**src/rtl/cpu_types_pkg.sv**
```systemverilog
// Shared CPU-side types for the memory arbiter: word type, core count, arbiter states.
package cpu_types_pkg;

  localparam int NUM_CORES = 2;

  typedef logic [31:0] word_t;

  typedef enum logic [1:0] {
    IDLE   = 2'd0,
    ACCESS = 2'd1,
    RESP   = 2'd2
  } arb_state_t;

  // A lone requester wins outright; on contention the core that was not served last wins.
  function automatic logic pick_core(input logic [NUM_CORES-1:0] req, input logic last);
    if (req == 2'b01) return 1'b0;
    if (req == 2'b10) return 1'b1;
    return ~last;
  endfunction

endpackage

```
**src/rtl/mem_arbiter_if.sv**
```systemverilog
// Bundle of per-core request/response signals and the shared RAM port of the arbiter.
interface mem_arbiter_if;
  import cpu_types_pkg::*;

  logic [NUM_CORES-1:0] dREN;
  logic [NUM_CORES-1:0] dWEN;
  word_t                daddr  [NUM_CORES];
  word_t                dstore [NUM_CORES];
  logic [NUM_CORES-1:0] dhit;
  word_t                dload  [NUM_CORES];

  logic  ramREN;
  logic  ramWEN;
  word_t ramaddr;
  word_t ramstore;
  word_t ramload;
  logic  ram_ready;

  logic grant;
  logic busy;

  modport slave (
    input  dREN, dWEN, daddr, dstore, ramload, ram_ready,
    output dhit, dload, ramREN, ramWEN, ramaddr, ramstore, grant, busy
  );

  modport master (
    output dREN, dWEN, daddr, dstore, ramload, ram_ready,
    input  dhit, dload, ramREN, ramWEN, ramaddr, ramstore, grant, busy
  );

endinterface

```
**src/rtl/mem_arbiter.sv**
```systemverilog
// Two-core round-robin arbiter in front of a single-ported RAM.
//   state  | meaning
//   IDLE   | no access in flight, choose a requester
//   ACCESS | RAM driven from the granted core until ram_ready
//   RESP   | one-cycle dhit to the granted core, no new grant
module mem_arbiter
  import cpu_types_pkg::*;
(
  input logic       CLK,
  input logic       nRST,
  mem_arbiter_if.slave bus
);

  arb_state_t           state, state_n;
  logic                 grant, grant_n;
  logic                 last, last_n;
  logic                 load_en;
  logic [NUM_CORES-1:0] req;
  word_t                dload_q [NUM_CORES];

  logic                 ram_ren, ram_wen;
  word_t                ram_addr, ram_store;
  logic [NUM_CORES-1:0] hit;

  assign req = bus.dREN | bus.dWEN;

  always_ff @(posedge CLK) begin
    if (!nRST) begin
      state <= IDLE;
      grant <= 1'b0;
      last  <= 1'b0;
      for (int c = 0; c < NUM_CORES; c++) dload_q[c] <= '0;
    end else begin
      state <= state_n;
      grant <= grant_n;
      last  <= last_n;
      if (load_en) dload_q[grant] <= bus.ramload;
    end
  end

  always_comb begin
    state_n = state;
    grant_n = grant;
    last_n  = last;
    load_en = 1'b0;
    case (state)
      IDLE: begin
        if (req != '0) begin
          grant_n = pick_core(req, last);
          state_n = ACCESS;
        end
      end
      ACCESS: begin
        // A core that withdraws its request abandons the access without affecting fairness.
        if (!req[grant]) begin
          state_n = IDLE;
        end else if (bus.ram_ready) begin
          load_en = 1'b1;
          last_n  = grant;
          state_n = RESP;
        end
      end
      RESP:    state_n = IDLE;
      default: state_n = IDLE;
    endcase
  end

  always_comb begin
    ram_ren   = 1'b0;
    ram_wen   = 1'b0;
    ram_addr  = '0;
    ram_store = '0;
    hit       = '0;
    if (state == ACCESS) begin
      ram_wen   = bus.dWEN[grant];
      ram_ren   = bus.dREN[grant] & ~bus.dWEN[grant];
      ram_addr  = bus.daddr[grant];
      ram_store = bus.dstore[grant];
    end
    if (state == RESP) hit[grant] = 1'b1;
  end

  assign bus.ramREN   = ram_ren;
  assign bus.ramWEN   = ram_wen;
  assign bus.ramaddr  = ram_addr;
  assign bus.ramstore = ram_store;
  assign bus.dhit     = hit;
  assign bus.dload    = dload_q;
  assign bus.grant    = grant;
  assign bus.busy     = (state != IDLE);

endmodule

```
**src/flat_wrapper.sv**
```systemverilog
// flat-port wrapper written by rule: the top's interface ports become plain ports
module mem_arbiter_flat import cpu_types_pkg::*;
  (CLK, nRST, bus_dREN, bus_dWEN, bus_daddr, bus_dstore, bus_ramload, bus_ram_ready, bus_dhit, bus_dload, bus_ramREN, bus_ramWEN, bus_ramaddr, bus_ramstore, bus_grant, bus_busy);
  mem_arbiter_if bus_i ();
  input logic CLK;
  input logic nRST;
  input wire logic [$bits(bus_i.dREN)-1:0] bus_dREN;
  input wire logic [$bits(bus_i.dWEN)-1:0] bus_dWEN;
  input wire logic [$bits(bus_i.daddr)-1:0] bus_daddr;
  input wire logic [$bits(bus_i.dstore)-1:0] bus_dstore;
  input wire logic [$bits(bus_i.ramload)-1:0] bus_ramload;
  input wire logic [$bits(bus_i.ram_ready)-1:0] bus_ram_ready;
  output wire logic [$bits(bus_i.dhit)-1:0] bus_dhit;
  output wire logic [$bits(bus_i.dload)-1:0] bus_dload;
  output wire logic [$bits(bus_i.ramREN)-1:0] bus_ramREN;
  output wire logic [$bits(bus_i.ramWEN)-1:0] bus_ramWEN;
  output wire logic [$bits(bus_i.ramaddr)-1:0] bus_ramaddr;
  output wire logic [$bits(bus_i.ramstore)-1:0] bus_ramstore;
  output wire logic [$bits(bus_i.grant)-1:0] bus_grant;
  output wire logic [$bits(bus_i.busy)-1:0] bus_busy;
  assign bus_i.dREN = bus_dREN;
  assign bus_i.dWEN = bus_dWEN;
  assign bus_i.daddr = {>>{bus_daddr}};
  assign bus_i.dstore = {>>{bus_dstore}};
  assign bus_i.ramload = bus_ramload;
  assign bus_i.ram_ready = bus_ram_ready;
  assign bus_dhit = bus_i.dhit;
  assign bus_dload = {>>{bus_i.dload}};
  assign bus_ramREN = bus_i.ramREN;
  assign bus_ramWEN = bus_i.ramWEN;
  assign bus_ramaddr = bus_i.ramaddr;
  assign bus_ramstore = bus_i.ramstore;
  assign bus_grant = bus_i.grant;
  assign bus_busy = bus_i.busy;
  mem_arbiter u_core (.CLK(CLK), .nRST(nRST), .bus(bus_i));
endmodule
```
**config.mk**
```make
export PLATFORM = sky130hd
export DESIGN_NAME = mem_arbiter_flat
export DESIGN_NICKNAME = d
export VERILOG_FILES = /design/src/rtl/cpu_types_pkg.sv /design/src/rtl/mem_arbiter_if.sv /design/src/rtl/mem_arbiter.sv /design/src/flat_wrapper.sv
export SDC_FILE = /design/constraint.sdc
export NUM_CORES = 1
export LEC_CHECK = 0
export ABC_AREA = 1
export CORE_ASPECT_RATIO = 0.5
export CORE_MARGIN = 10
export CORE_UTILIZATION = 32
export DETAILED_ROUTE_END_ITERATION = 8
export MAX_ROUTING_LAYER = met4
export PLACE_DENSITY = 0.83
export SETUP_SLACK_MARGIN = 0.1
export SLEW_MARGIN = 20
export SYNTH_ARGS = -nofsm -noshare
export SYNTH_HDL_FRONTEND = slang
export SYNTH_SLANG_ARGS = --single-unit
```
**constraint.sdc**
```tcl
create_clock -name CLK -period 1.2 [get_ports CLK]
set_input_delay 0.24 -clock CLK [delete_from_list [all_inputs] [get_ports CLK]]
set_output_delay 0.24 -clock CLK [all_outputs]
set_load 0.05 [all_outputs]
```
==> results of run 1 <==
worst max-delay path by stage:
stage,endpoint,slack (ns),cells after the start
6_report,u_core.bus.dload[15]$_SDFFE_PN0P_,-0.56,8
5_1_grt,u_core.bus.dload[54]$_SDFFE_PN0P_,-0.71,9
4_1_cts,bus_ramREN,-0.52,4
3_5_place_dp,bus_ramREN,-0.51,4
3_3_place_gp,bus_ramREN,-0.47,4
2_1_floorplan,bus_ramREN,-0.43,5
synth_stat cells (all sizes together):
cell / number / area share (%)
a211oi: 1 / 0.18
dfxtp: 68 / 33
inv: 139 / 13
nand3: 2 / 0.24
a21oi: 67 / 8.1
o21a: 1 / 0.18
o21ai: 3 / 0.36
nand2: 266 / 24
buf: 32 / 4.8
nand4: 34 / 5.3
clkbuf: 17 / 1.5
nor3: 2 / 0.24
nor2: 101 / 9.3
metal layers:
metal | part of all wire, % | track usage, % | vias to the layer above | wire [um]
met4 | 7.8 | 14.04 | 0 | 2358
met5 | 0 | - | - | 0
li1 | - | - | 2855 | -
met1 | 34 | 27.71 | 3118 | 10240
met2 | 50 | 50.62 | 481 | 15090
met3 | 8.5 | 6.068 | 217 | 2581
worst reg2reg max path, delay by kind of cell (launching register included):
family | cells | cell delay [ns]
AND/OR/NAND/NOR | 4 | 0.58
buffers and inverters | 4 | 0.68
flip-flops | 1 | 0.41
kinds of logic after synthesis:
logic type / synth area share [%]
buf+inv: 18.95
simple gates: 39.35
flops: 32.88
compound gates: 8.824
power by group through the flow:
| stage | Combinational, uW | Sequential, uW | Clock (uW) |
|---|---|---|---|
| 2_1_floorplan | 2260 | 2880 | 0 |
| 3_3_place_gp | 4410 | 2550 | 0 |
| 3_5_place_dp | 4490 | 2560 | 0 |
| 4_1_cts | 5120 | 2540 | 2670 |
| 5_1_grt | 5830 | 2560 | 2840 |
| 6_report | 5670 | 2550 | 2750 |
state kept, by name, indices dropped and copies added, names as in the netlist:
| name | cells |
|---|---|
| u_core.last | 1 |
| u_core.state | 2 |
| u_core.bus.dload | 64 |
| u_core.bus.grant | 1 |
layout make-up:
cell class                      instances  share of cell area (%)
Clock buffer                           10                   2.119
Multi-Input combinational cell        477                   29.72
Tap cell                              170                   1.968
Sequential cell                        68                   13.63
Timing Repair Buffer                  370                   46.86
Antenna cell                            1                 0.02316
Inverter                              139                   5.013
Clock inverter                          6                  0.6715
what timing repair did:
action,4_1_cts,5_1_grt
pin swaps,57,85
cloned,11,10
endpoints found under the setup margin,190,161
gates resized for setup,230,141
setup buffers,13,8
endpoints found under the hold margin,0,0
stage by stage:
stage          setup slack, ns  TNS [ns]  std cells  instance area (sq um)  utilization, %
2_1_floorplan          -0.4275    -28.76        733                   5004               -
3_3_place_gp           -0.4695    -40.27       1186                   8859           69.95
3_5_place_dp           -0.5054    -42.79       1186                   8859           69.95
4_1_cts                -0.5244    -56.46       1225                  10170           80.34
5_1_grt                -0.7104    -65.43       1241                  10810           85.34
6_report               -0.5637    -59.46       1241                  10810           85.34
==> results.json, run 1 <==
{
  "die_area_sq_mm": 0.01816,
  "num_rows": 29,
  "mostFrequentLayoutCells": "clkdlybuf4s50_1, nand2_1, inv_1, nand2_2, buf_12",
  "hold_start": "nRST",
  "maxSlewViolCount": 0,
  "routedWlPerCell_um": 24.39,
  "p_switching_uw": 4477,
  "mappedNetlistNets": 900,
  "synth_warnings": 0,
  "worstSetupPathType": "reg2reg",
  "rsz0062_at_grt": "yes",
  "r2r_start": "u_core.bus.grant$_SDFFE_PN0P_",
  "place_congestion": 0.8860,
  "multi_input_area_sq_mm": 0.003212,
  "startpoint": "u_core.bus.grant$_SDFFE_PN0P_",
  "crit_path_start_kind": "flip-flop",
  "ant_nets": 0,
  "netSwitchingFraction_pct": 40.81,
  "status": "complete, but fails checks",
  "crit_path_max_fanout": 9,
  "io-pin-count": 301,
  "slew_headroom_pct": 79.55,
  "min_to": "u_core.bus.dload[41]$_SDFFE_PN0P_",
  "grt_pass1_wl_um": 38930,
  "syn_avg_cell_area_sq_um": 5.648,
  "final_hold_viol_count": 0,
  "r2r-end": "u_core.bus.dload[15]$_SDFFE_PN0P_",
  "cts.sink_count": 68,
  "via_count": 6671,
  "cp_slowest_stage_delay_ns": 0.41,
  "drt_iter0_markers": 644,
  "path_cells": "buf_12 > buf_8 > nand4_1 > buf_8 > buf_12 > nand2_1 > nand2_1 > nor2_2",
  "ys_seq_area_share_pct": 32.88,
  "critPathTopFamily": "buffers and inverters",
  "fin_skew_ns": 0.005659,
  "cts_tree": "done",
  "overflow": 0,
  "cts_buffers": 9,
  "num-fill-cells": 539,
  "tightestPinTransition_ns": 0.3036,
  "yosysUniqueCellTypes": 20,
  "r2r_slack_ns": -0.56,
  "post-route-period-util_pct": 147.0,
  "setup_violations": 138,
  "syn_area_sq_mm": 0.004140,
  "grtUsageTotal_pct": 27.63,
  "initial_core_util_pct": 32.69,
  "combPwrFrac_pct": 51.7,
  "htreeDepth": 3,
  "insertion_delay_ns": 0.34,
  "peakVddDrop_v": 0.0009744,
  "drt_pass1_iterations": 6,
  "violations": "negative setup slack",
  "post_drt_via_cell_ratio": 5.376,
  "crit_arrival_ns": 2.00,
  "final-seq-area_sq_mm": 0.001473,
  "worst_slack_ns": -0.5637,
  "core-area_sq_mm": 0.01266,
  "report.power.total_uw": 10970,
  "required_ns": 1.44,
  "holdPathStages": 3,
  "die_y_um": 100.4,
  "seqPwrFrac_pct": 23.3,
  "cap_viol_max_count": 0,
  "grt_max_degree": 34,
  "power_leakage_uw": 0.004737,
  "port_buffers": 300,
  "final_common_cell": "clkdlybuf4s50_1",
  "crit_buf_inv": 4,
  "intPower_uw": 6494,
  "fmax_mhz": 567.0,
  "drive_gt1_share_pct": 46.54,
  "cts_root_buf": "clkbuf_16",
  "rr_worst_depth": 8,
  "grt_antenna_before_repair": 1,
  "final_net_count": 1232,
  "routed_wirelength_um": 30270,
  "p_clk_share_pct": 25.1,
  "critPathSlowestCell": "dfxtp_4",
  "grt_pass1_vias": 6542,
  "drc": 0,
  "p_per_area_mw_per_mm2": 1015,
  "dp_hpwl_um": 16090,
  "min_path_type": "in2reg",
  "min_period_ns": 1.764,
  "synth_cells": 733,
  "ys_seq_elements": 68,
  "endpoint_kind": "flip-flop",
  "cts_buffer_depth": 2,
  "syn_to_final_growth_pct": 161.0,
  "holdWs_ns": 0.2878,
  "postCtsHoldBufs": 0,
  "clkTransAtPathRegs_ns": 0.06,
  "chipWidth_um": 180.9
}
(Power assumes the default switching activity.)
==> run 2, diff against run 1 <==
--- a/config.mk
+++ b/config.mk
@@ -6,13 +6,13 @@
 export NUM_CORES = 1
 export LEC_CHECK = 0
 export ABC_AREA = 1
-export CORE_ASPECT_RATIO = 0.5
-export CORE_MARGIN = 10
+export CORE_MARGIN = 2
 export CORE_UTILIZATION = 32
 export DETAILED_ROUTE_END_ITERATION = 8
 export MAX_ROUTING_LAYER = met4
 export PLACE_DENSITY = 0.83
 export SETUP_SLACK_MARGIN = 0.1
+export SKIP_LAST_GASP = 1
 export SLEW_MARGIN = 20
 export SYNTH_ARGS = -nofsm -noshare
 export SYNTH_HDL_FRONTEND = slang
==> run 2 against run 1 <==
  * The run still ends with negative setup slack left
  * Sequential cell count is the same
  * Highest routed layer unchanged
  * Largest power group unchanged
  * Critical path type is now reg2out
  * Cell count shrank 1.4%
  * Setup slack gained 0.050 ns
  * Non-clock buffer count shrank 18
  * Largest cell class unchanged
  * Sequential power shrank 2%
  * Critical path depth shrank 3
  * Clock power grew 13%
==> results.json, run 2 (synthesis results as in run 1) <==
{
  "fmax_mhz": 583.7,
  "min_path_type": "in2reg",
  "setup_tns_ns": -51.91,
  "mostFrequentLayoutCells": "nand2_1, clkdlybuf4s50_1, inv_1, nor2_1, buf_12",
  "num_rows": 41,
  "core-area_sq_mm": 0.01262,
  "r2r_start": "u_core.bus.grant$_SDFFE_PN0P_",
  "worstSetupPathType": "reg2out",
  "overflow": 0,
  "syn_to_final_growth_pct": 141.9,
  "fin_skew_ns": 0.009981,
  "crit_path_start_kind": "flip-flop",
  "num_antenna_cells": 0,
  "routed_wirelength_um": 21020,
  "io-pin-count": 301,
  "post-place-ws_ns": -0.4756,
  "tightestPinTransition_ns": 0.2802,
  "worst_slack_ns": -0.5132,
  "slew_headroom_pct": 81.32,
  "drt_pass1_iterations": 4,
  "final_common_cell": "nand2_1",
  "rsz0062_at_grt": "yes",
  "cts_root_buf": "clkbuf_16",
  "min_period_ns": 1.713,
  "routedWlPerCell_um": 17.17,
  "final_hold_viol_count": 0,
  "stdcell_count": 1224,
  "port_buffers": 300,
  "cts.sink_count": 68,
  "grt_antenna_before_repair": 0,
  "dp_hpwl_um": 14500,
  "drive_gt1_share_pct": 31.56,
  "largest_reg_flops": 64,
  "r2r-end": "u_core.bus.dload[22]$_SDFFE_PN0P_",
  "hold_start": "nRST",
  "insertion_delay_ns": 0.33,
  "post-route-period-util_pct": 142.8,
  "grt_max_degree": 47,
  "grt_pass1_wl_um": 31650,
  "status": "complete, but fails checks",
  "die_y_um": 117.7,
  "ant_nets": 0,
  "holdWs_ns": 0.2299,
  "crit_path_max_fanout": 8,
  "place_congestion": 0.8702,
  "cts_buffers": 9,
  "die_area_sq_mm": 0.01386,
  "drc": 0,
  "initial_core_util_pct": 32.81,
  "holdPathStages": 3,
  "cap_viol_max_count": 0,
  "cts_tree": "done",
  "chipWidth_um": 117.7,
  "via_count": 5749,
  "peakVddDrop_v": 0.001243,
  "rr_worst_depth": 8,
  "grtUsageTotal_pct": 29.65,
  "maxSlewViolCount": 0,
  "crit_arrival_ns": 1.47,
  "endpoint_kind": "primary output",
  "required_ns": 0.96,
  "postCtsHoldBufs": 0,
  "min_to": "u_core.bus.dload[18]$_SDFFE_PN0P_",
  "cts_buffer_depth": 2,
  "r2r_slack_ns": -0.37,
  "placed_cells": 1192,
  "grt_pass1_vias": 5875,
  "fin_util_pct": 79.35,
  "p_per_area_mw_per_mm2": 1072,
  "drt_iter0_markers": 324,
  "violations": "negative setup slack",
  "setup_violations": 138,
  "post_drt_via_cell_ratio": 4.697,
  "clkTransAtPathRegs_ns": 0.06,
  "power_leakage_uw": 0.004498,
  "final_net_count": 1214,
  "htreeDepth": 3
}
## run 2: layout make-up
class | count | area [sq um]
timing repair buffer | 352 | 4607
fill | 800 | 2606
multi-input combinational | 477 | 2945
tap | 172 | 215.2
clock buffer | 11 | 242.7
inverter | 139 | 529.3
sequential | 68 | 1366
clock inverter | 5 | 107.6
## run 2: repair_timing
action | 4_1_cts | 5_1_grt
cloned | 4 | 3
pin swaps | 2 | 13
gates resized for setup | 93 | 66
setup endpoints to repair | 177 | 201
buffers inserted | 6 | 3
## run 2: per-layer routing
metal  vias up  wire length, um  track usage (%)
met5         -                0                -
met4         0              747            9.940
met3        48             1594            7.510
met2       243            10730            51.13
met1      2652             7945            33.46
li1       2806                -                -
## run 2: worst max-delay path by stage
stage               cells past startpoint                     startpoint  slack [ns]                           endpoint
floorplan                               5  u_core.bus.grant$_SDFFE_PN0P_       -0.43                         bus_ramREN
global placement                        7                    bus_dWEN[1]       -0.45                         bus_ramWEN
detailed placement                      9                    bus_dREN[0]       -0.48  u_core.bus.dload[60]$_SDFFE_PN0P_
CTS                                     5  u_core.bus.grant$_SDFFE_PN0P_       -0.52                        bus_dhit[0]
global route                            5  u_core.bus.grant$_SDFFE_PN0P_       -0.57                    bus_ramstore[0]
finish                                  5  u_core.bus.grant$_SDFFE_PN0P_       -0.51                    bus_ramaddr[31]
## run 2: where the power goes
| group | internal [uW] | switching [uW] | leakage, uW |
|---|---|---|---|
| clock network | 2100 | 1000 | 0.000170 |
| registers | 2380 | 132 | 0.000553 |
| logic | 2260 | 2860 | 0.00377 |
## run 2: metrics by stage
step / power, uW / area, sq um
floorplan: 5142 / 5004
global placement: 7010 / 8879
detailed placement: 7060 / 8879
CTS: 10550 / 9726
global route: 11120 / 10010
finish: 10740 / 10010
## run 2: worst max-delay path, stage by stage (launching register included)
cell and delay (ns):
dfxtp_4 0.37, clkinv_4 0.11, buf_4 0.17, nand2_1 0.11, a21oi_4 0.22, buf_12 0.17
==> run 3, diff against run 2 <==
--- a/config.mk
+++ b/config.mk
@@ -6,11 +6,13 @@
 export NUM_CORES = 1
 export LEC_CHECK = 0
 export ABC_AREA = 1
+export ABC_CLOCK_PERIOD_IN_PS = 1200
 export CORE_MARGIN = 2
 export CORE_UTILIZATION = 32
 export DETAILED_ROUTE_END_ITERATION = 8
 export MAX_ROUTING_LAYER = met4
 export PLACE_DENSITY = 0.83
+export RECOVER_POWER = 25
 export SETUP_SLACK_MARGIN = 0.1
 export SKIP_LAST_GASP = 1
 export SLEW_MARGIN = 20
==> run 3 against run 2 <==
  * The flow still finishes with violations (negative setup slack)
  * Power fell by 0.88%
  * Critical path depth did not move
  * Highest routed layer unchanged
  * Global-route usage unchanged
  * Clock-buffer cell count unchanged
  * Sequential share of layout area up 0.29 points
  * Cell count stayed put
  * Non-clock buffer count stayed put
  * Final area is 2.1% lower
  * Hold slack better by 0.0011 ns
  * Via count down 0.45%
  * Clock power about the same
==> results.json, run 3 (synthesis results as in run 1) <==
{
  "top_usage_layer": "met2",
  "dp_hpwl_um": 14500,
  "p_switching_uw": 3966,
  "cap_viol_max_count": 0,
  "worst_slack_ns": -0.5150,
  "overflow": 0,
  "ant_nets": 0,
  "grt_pass1_wl_um": 31650,
  "status": "complete, but fails checks",
  "fin_skew_ns": 0.007944,
  "endpoint_kind": "primary output",
  "use_met1_pct": 33.46,
  "crit_arrival_ns": 1.48,
  "crit_buf_inv": 3,
  "use_met2_pct": 51.13,
  "grt_max_degree": 47,
  "stdcell_count": 1224,
  "power_leakage_uw": 0.004445,
  "min_period_ns": 1.715,
  "syn_to_final_growth_pct": 136.8,
  "cts_buffer_depth": 2,
  "port_buffers": 300,
  "setup_tns_ns": -52.15,
  "grtUsageTotal_pct": 29.65,
  "num_rows": 41,
  "crit_path_max_fanout": 8,
  "drive_gt1_share_pct": 31.56,
  "die_y_um": 117.7,
  "initial_core_util_pct": 32.81,
  "drt_pass1_iterations": 4,
  "place_congestion": 0.8702,
  "cp_slowest_stage_delay_ns": 0.37,
  "drt_iter0_markers": 340,
  "p_clk_share_pct": 29.0,
  "clkTransAtPathRegs_ns": 0.06,
  "mostFrequentLayoutCells": "nand2_1, clkdlybuf4s50_1, inv_1, nor2_1, buf_12",
  "final_hold_viol_count": 0,
  "core-area_sq_mm": 0.01262,
  "path_cells": "clkinv_4 > buf_4 > nand2_1 > a21oi_4 > buf_12",
  "setup_violations": 138,
  "final_common_cell": "nand2_1",
  "cts_root_buf": "clkbuf_16",
  "largest_reg_flops": 64,
  "cts_buffers": 9,
  "peakVddDrop_v": 0.001236,
  "combPwrFrac_pct": 47.5,
  "fmax_mhz": 583.1,
  "drc": 0,
  "htreeDepth": 3,
  "required_ns": 0.96,
  "placed_cells": 1192,
  "p_per_area_mw_per_mm2": 1085,
  "routed_wirelength_um": 21020,
  "crit_path_start_kind": "flip-flop",
  "min_path_type": "in2reg",
  "cts.sink_count": 68,
  "die_area_sq_mm": 0.01386,
  "chipWidth_um": 117.7,
  "netSwitchingFraction_pct": 37.27,
  "violations": "negative setup slack",
  "final_net_count": 1214,
  "intPower_uw": 6676,
  "rsz0062_at_grt": "yes",
  "seqPwrFrac_pct": 23.5,
  "insertion_delay_ns": 0.33,
  "grt_use_met3_pct": 7.510,
  "via_count": 5723,
  "worstSetupPathType": "reg2out",
  "grt_antenna_before_repair": 0,
  "num-fill-cells": 829,
  "critPathTopFamily": "buffers and inverters",
  "grt_pass1_vias": 5875,
  "routedWlPerCell_um": 17.17,
  "post-route-period-util_pct": 142.9,
  "tightestPinTransition_ns": 0.2750,
  "io-pin-count": 301,
  "num_antenna_cells": 0,
  "slew_headroom_pct": 81.66,
  "cts_tree": "done",
  "maxSlewViolCount": 0,
  "post_drt_via_cell_ratio": 4.676,
  "critPathSlowestCell": "dfxtp_4"
}
-- run 3: cell types whose count changed in the layout (fill, tap and decap cells not counted) --
cell,delta
buf_12,-16
clkbuf_4,+13
buf_2,+3
-- run 3: worst paths after layout --
kind / startpoint / end / slack, ns / depth (start not counted)
setup / recovery: u_core.bus.grant$_SDFFE_PN0P_ / bus_ramaddr[31] / -0.52 / 5
hold / removal: nRST / u_core.bus.dload[18]$_SDFFE_PN0P_ / 0.23 / 3
setup reg to reg: u_core.bus.grant$_SDFFE_PN0P_ / u_core.bus.dload[9]$_SDFFE_PN0P_ / -0.38 / 9
hold reg to reg: u_core.last$_SDFFE_PN0P_ / u_core.last$_SDFFE_PN0P_ / 0.46 / 2
-- run 3: tightest hold or removal path, stage by stage --
cell and delay, ns:
buf_2 0.17, nand2_1 0.08, nor2_1 0.03
-- run 3: what timing repair did --
item	4_1_cts	5_1_grt
pin swaps	2	13
cloned	4	3
setup buffers	6	3
hold buffers	0	0
resized for setup	93	66
endpoints found under the setup margin	177	201
-- run 3: through the flow --
step           setup slack, ns  utilization, %  power [uW]  hold WS [ns]  instance area [sq um]
4_1_cts                -0.5193           77.07       10550        0.2254                   9726
3_3_place_gp           -0.4518           70.35        7010        0.4529                   8879
5_1_grt                -0.5695           77.70       11040        0.2488                   9806
3_5_place_dp           -0.4756           70.35        7060        0.4520                   8879
2_1_floorplan          -0.4275               -        5142        0.3749                   5004
6_report               -0.5150           77.70       10640        0.2310                   9806
-- run 3: final cells by class --
cell class | count | area, sq um | area share [%]
clock inverter | 5 | 107.6 | 1.097
multi-input combinational | 477 | 2945 | 30.04
tap | 172 | 215.2 | 2.195
timing repair buffer | 352 | 4399 | 44.86
clock buffer | 11 | 242.7 | 2.475
inverter | 139 | 529.3 | 5.397
sequential | 68 | 1366 | 13.93
-- run 3: routing by layer --
layer  vias to the layer above  wire length, um
met1                      2632             8008
met3                        48             1567
li1                       2807                -
met4                         0              759
met5                         -                0
met2                       236            10680
-- run 3: power groups by stage --
stage / Combinational, uW / Sequential (uW) / Clock [uW]
2_1_floorplan: 2260 / 2880 / 0
3_3_place_gp: 4460 / 2550 / 0
3_5_place_dp: 4500 / 2560 / 0
4_1_cts: 4890 / 2510 / 3140
5_1_grt: 5290 / 2510 / 3240
6_report: 5060 / 2500 / 3090
